==> src/rtl/pipe_stall_ctrl.sv <==
// Stall/flush sequencer for the 5-stage RV32I pipeline: load-use bubbles,
// wrong-path squash, mul/div hold and data-memory wait states.
module pipe_stall_ctrl #(
  parameter int unsigned MDU_LAT = 32,
  parameter int unsigned CNT_W   = 6
) (
  input  logic        clk,
  input  logic        rst,
  input  logic [4:0]  RS1_D,
  input  logic [4:0]  RS2_D,
  input  logic [4:0]  RD_E,
  input  logic        MemReadE,
  input  logic        PCSrcE,
  input  logic        MduOpE,
  input  logic        MemReqM,
  input  logic        MemReadyM,
  output logic        StallF,
  output logic        StallD,
  output logic        StallE,
  output logic        StallM,
  output logic        FlushD,
  output logic        FlushE,
  output logic        FlushM,
  output logic        FlushW,
  output logic        MduStart,
  output logic        Busy,
  output logic [31:0] StallCnt
);

  localparam int unsigned SC_W = 32;

  typedef enum logic {RUN, MDU} state_t;

  state_t             state_q, state_d;
  logic [CNT_W-1:0]   cnt_q, cnt_d;
  logic               memwait, lwstall;

  assign memwait = MemReqM & ~MemReadyM;
  assign lwstall = MemReadE & (RD_E != 5'd0) & ((RD_E == RS1_D) | (RD_E == RS2_D));

  // Priority decode: memory wait > mul/div hold > mul/div entry > squash > load-use
  always_comb begin
    state_d  = state_q;
    cnt_d    = cnt_q;
    StallF   = 1'b0;
    StallD   = 1'b0;
    StallE   = 1'b0;
    StallM   = 1'b0;
    FlushD   = 1'b0;
    FlushE   = 1'b0;
    FlushM   = 1'b0;
    FlushW   = 1'b0;
    MduStart = 1'b0;
    if (rst) begin
      if (memwait) begin
        StallF = 1'b1;
        StallD = 1'b1;
        StallE = 1'b1;
        StallM = 1'b1;
        FlushW = 1'b1;
      end else if (state_q == MDU) begin
        if (cnt_q != '0) begin
          StallF = 1'b1;
          StallD = 1'b1;
          StallE = 1'b1;
          FlushM = 1'b1;
          cnt_d  = cnt_q - CNT_W'(1);
        end else begin
          state_d = RUN;
        end
      end else if (MduOpE) begin
        MduStart = 1'b1;
        StallF   = 1'b1;
        StallD   = 1'b1;
        StallE   = 1'b1;
        FlushM   = 1'b1;
        state_d  = MDU;
        cnt_d    = CNT_W'(MDU_LAT - 1);
      end else if (PCSrcE) begin
        // Decode holds a wrong-path instruction, so any load-use match is moot
        FlushD = 1'b1;
        FlushE = 1'b1;
      end else if (lwstall) begin
        StallF = 1'b1;
        StallD = 1'b1;
        FlushE = 1'b1;
      end
    end
  end

  always_ff @(posedge clk) begin
    if (!rst) begin
      state_q  <= RUN;
      cnt_q    <= '0;
      StallCnt <= '0;
    end else begin
      state_q <= state_d;
      cnt_q   <= cnt_d;
      if (StallF) StallCnt <= StallCnt + SC_W'(1);
    end
  end

  assign Busy = rst & (state_q == MDU);

endmodule

==> config.mk <==
export PLATFORM = sky130hd
export DESIGN_NAME = pipe_stall_ctrl
export DESIGN_NICKNAME = d
export VERILOG_FILES = /design/src/rtl/pipe_stall_ctrl.sv
export SDC_FILE = /design/constraint.sdc
export NUM_CORES = 1
export LEC_CHECK = 0
export CORE_MARGIN = 2
export CORE_UTILIZATION = 45
export CTS_CLUSTER_DIAMETER = 30
export DETAILED_ROUTE_END_ITERATION = 10
export PLACE_DENSITY = 0.77
export SLEW_MARGIN = 20
export SYNTH_ARGS = -nofsm -noshare
export SYNTH_HDL_FRONTEND = slang
export SYNTH_SLANG_ARGS = --single-unit
export TNS_END_PERCENT = 1
==> constraint.sdc <==
create_clock -name clk -period 2.64 [get_ports clk]
set_input_delay 0.396 -clock clk [delete_from_list [all_inputs] [get_ports clk]]
set_output_delay 0.396 -clock clk [all_outputs]
set_load 0.03 [all_outputs]
==> impl_metrics.yaml, run 1 <==
clock_tree:
  post_cts_buffers: 0
  cts_hold_buf: 0
  clock_latency_ps: 290
  cts_tree: "yes"
  htree_num_levels: 2
  path_clk_slew_ps: 70
  cts.sinks: 39
  cts_buffers: 5
  cts-root-buf: "clkbuf_8"
  cts_buffer_depth: 2
setup_path:
  r2r_start: "StallCnt[13]"
  worstPathArrival_ps: 2150
  critPathCaptureType: "primary output"
  r2r_slack_ps: 350
  critPathKind: "in2out"
  cp_max_fo: 2
  critPathLaunchType: "input port"
  worstPathRequired_ps: 2240
  worstSetupStartpoint: "RD_E[1]"
global_routing:
  grt_pass1_vias: 1874
  met2_usage_pct: 34.7
  use_met3_pct: 4.08
  grt_max_degree: 30
  grt_pass1_wl_mm: 8.07
  grt.busiest_layer: "met2"
  antenna_found_initial: 0
  grt_overflow: 0
  gr-usage-all-layers_pct: 19.5
  use_met1_pct: 22.1
routing:
  drt-pass1-iter-count: 4
  drtIter0Drc: 103
  finalWirelength_mm: 4.82
  ant_nets: 0
  drc: 0
  wire_per_inst_um: 12.7
  vias_per_cell: 5.55
  vias: 2108
timing:
  period_share_pct: 96.4
  setup_viol: 0
  hold_viol_final: 0
  fmax_mhz: 393
  slew_violations: 0
  period_minus_slack_ps: 2550
  worst_slew_pin_slew_ps: 379
  fin_ws_ps: 93.8
  slew_headroom_pct: 74.5
  hold_ws_ps: 497
  fin_skew_ps: 4.57
run_status:
  status: "finished clean"
yosys:
  synth_xor_area_share_pct: 6.34
  ys_seq_area_share_pct: 37.7
  synthCells: 257
  yosys_warnings: 0
  ys_top_cells_by_area: "dfxtp_1 (38%), a21oi_1 (8.2%), or3_1 (6.0%)"
  synth_fp_nets: 281
  synth_compound_area_share_pct: 20.6
  yosys.area_share.simple_pct: 28.7
  synth-adder-area-share_pct: 1.21
  async_flop_share_pct: 0
  ys_ff_latch: 39
  syn_area_per_cell_um2: 8.06
  synth_edf_count: 0
  synth_top_cell_area_share_pct: 37.7
  synth_top_family_by_area: "simple AND/OR/NAND/NOR gates"
  synth_top_area_cell: "dfxtp_1"
  synth_cell_type_count: 44
  synth-main-ff-cell: "dfxtp_1"
  synth_area_um2: 2070
  synthMuxAreaShare_pct: 0
floorplanning:
  fp.dieH_um: 71.9
  top_level_ports: 64
  die-width_um: 71.9
  core_um2: 4380
  die-area_um2: 5160
  initial_utilization_pct: 47.3
  rows: 24
place:
  port_buffers: 63
  preCtsSetupSlack_ps: -160
  dpl.hpwl_mm: 3.56
  routabilityCongestion: 0.837
power:
  peakVddDrop_mv: 0.231
  p_per_area_nw_per_um2: 424
  finalPower_mw: 1.23
  leakage_nw: 0.959
cells_and_area:
  final_common_cell: "clkdlybuf4s50_1"
  drive_above_1_share_pct: 10.4
  area_delta_synth_final_pct: 40.4
  diodes: 0
  num-fill-cells: 375
  layout_common_cells: "clkdlybuf4s50_1 (58), dfxtp_1 (39), a21oi_1 (33)"
  fin_nets: 353
job:
  max_cap_violations: 0
hold_path:
  hold_start: "StallCnt[9]"
  hp-class: "reg2reg"
==> cell usage after synthesis, types with 3 or more instances <==
| cell | count |
|---|---|
| or4_1 | 11 |
| nor3_1 | 7 |
| nor2_1 | 12 |
| and3_1 | 3 |
| nand3_1 | 11 |
| nand2_1 | 17 |
| a21oi_1 | 34 |
| xnor2_1 | 12 |
| or3_1 | 20 |
| dfxtp_1 | 39 |
| buf_2 | 4 |
| o21ai_0 | 20 |
| clkbuf_1 | 6 |
| inv_1 | 12 |
| xor2_1 | 3 |
| nand4_1 | 3 |
| o31ai_1 | 10 |
==> power breakdown <==
group	total, mW	internal, mW	switching (mW)	leakage [nW]
clock network	0.366	0.176	0.190	0.0371
registers	0.631	0.609	0.0217	0.316
logic	0.236	0.115	0.121	0.605
total	1.23	0.901	0.333	0.959
==> worst paths after layout <==
check	end	cells past startpoint
max	StallF	7
min	StallCnt[9]	2
max reg2reg	StallCnt[31]	6
min reg2reg	StallCnt[9]	2
==> worst max-delay path: stages <==
cell	delay [ps]
clkdlybuf4s50_1	420
or4_1	510
o21ai_1	170
nor2_1	60
a21oi_1	170
nor2_1	70
dlygate4sd2_1	350
==> layout make-up <==
| class | count | area (um^2) | area share (%) |
|---|---|---|---|
| inverter | 12 | 45.0 | 1.55 |
| clock buffer | 6 | 72.6 | 2.49 |
| timing repair buffer | 78 | 758 | 26.1 |
| sequential | 39 | 781 | 26.8 |
| multi-input combinational | 193 | 1190 | 40.8 |
| tap | 52 | 65.1 | 2.24 |
==> flip-flops by register name, summed over array words and instances, names as in the netlist <==
register	cells
state_q	1
cnt_q	6
StallCnt	32
==> kinds of logic (layout without fill, tap and decap cells) <==
kind of cell / after synthesis / in the layout
xor gates and xnor gates: 15 / 15
adders and majority gates: 2 / 2
AOI/OAI and AO/OA: 74 / 74
and+or+nand+nor: 102 / 102
buffers and inverters: 25 / 96
DFF: 39 / 39
==> layer usage <==
metal  up-vias  wire length, um
met2        66             2350
met5         -                0
met1       960             2130
met4         0               78
met3         5              267
li1       1077                -
==> metrics by stage <==
stage	setup TNS (ps)	area [um^2]	util, %	std cells
after floorplan	0	2070	-	257
after global placement	-285	2830	64.6	374
after detailed placement	-317	2830	64.6	374
after CTS	0	2900	66.2	380
after global routing	-5.34	2910	66.4	380
final	0	2910	66.4	380
==> repair_timing <==
action	in CTS	in global routing
pin swaps	0	1
resized for setup	2	1
gates cloned	0	0
setup endpoints to repair	2	3
No activity file was read; power rests on OpenSTA's default activity.
==> run 2: changes to the inputs <==
--- a/config.mk
+++ b/config.mk
@@ -5,6 +5,7 @@
 export SDC_FILE = /design/constraint.sdc
 export NUM_CORES = 1
 export LEC_CHECK = 0
+export ABC_CLOCK_PERIOD_IN_PS = 2640
 export CORE_MARGIN = 2
 export CORE_UTILIZATION = 45
 export CTS_CLUSTER_DIAMETER = 30
==> results of run 2 <==
No change in the layout: final DEF, timing and power equal those of run 1.
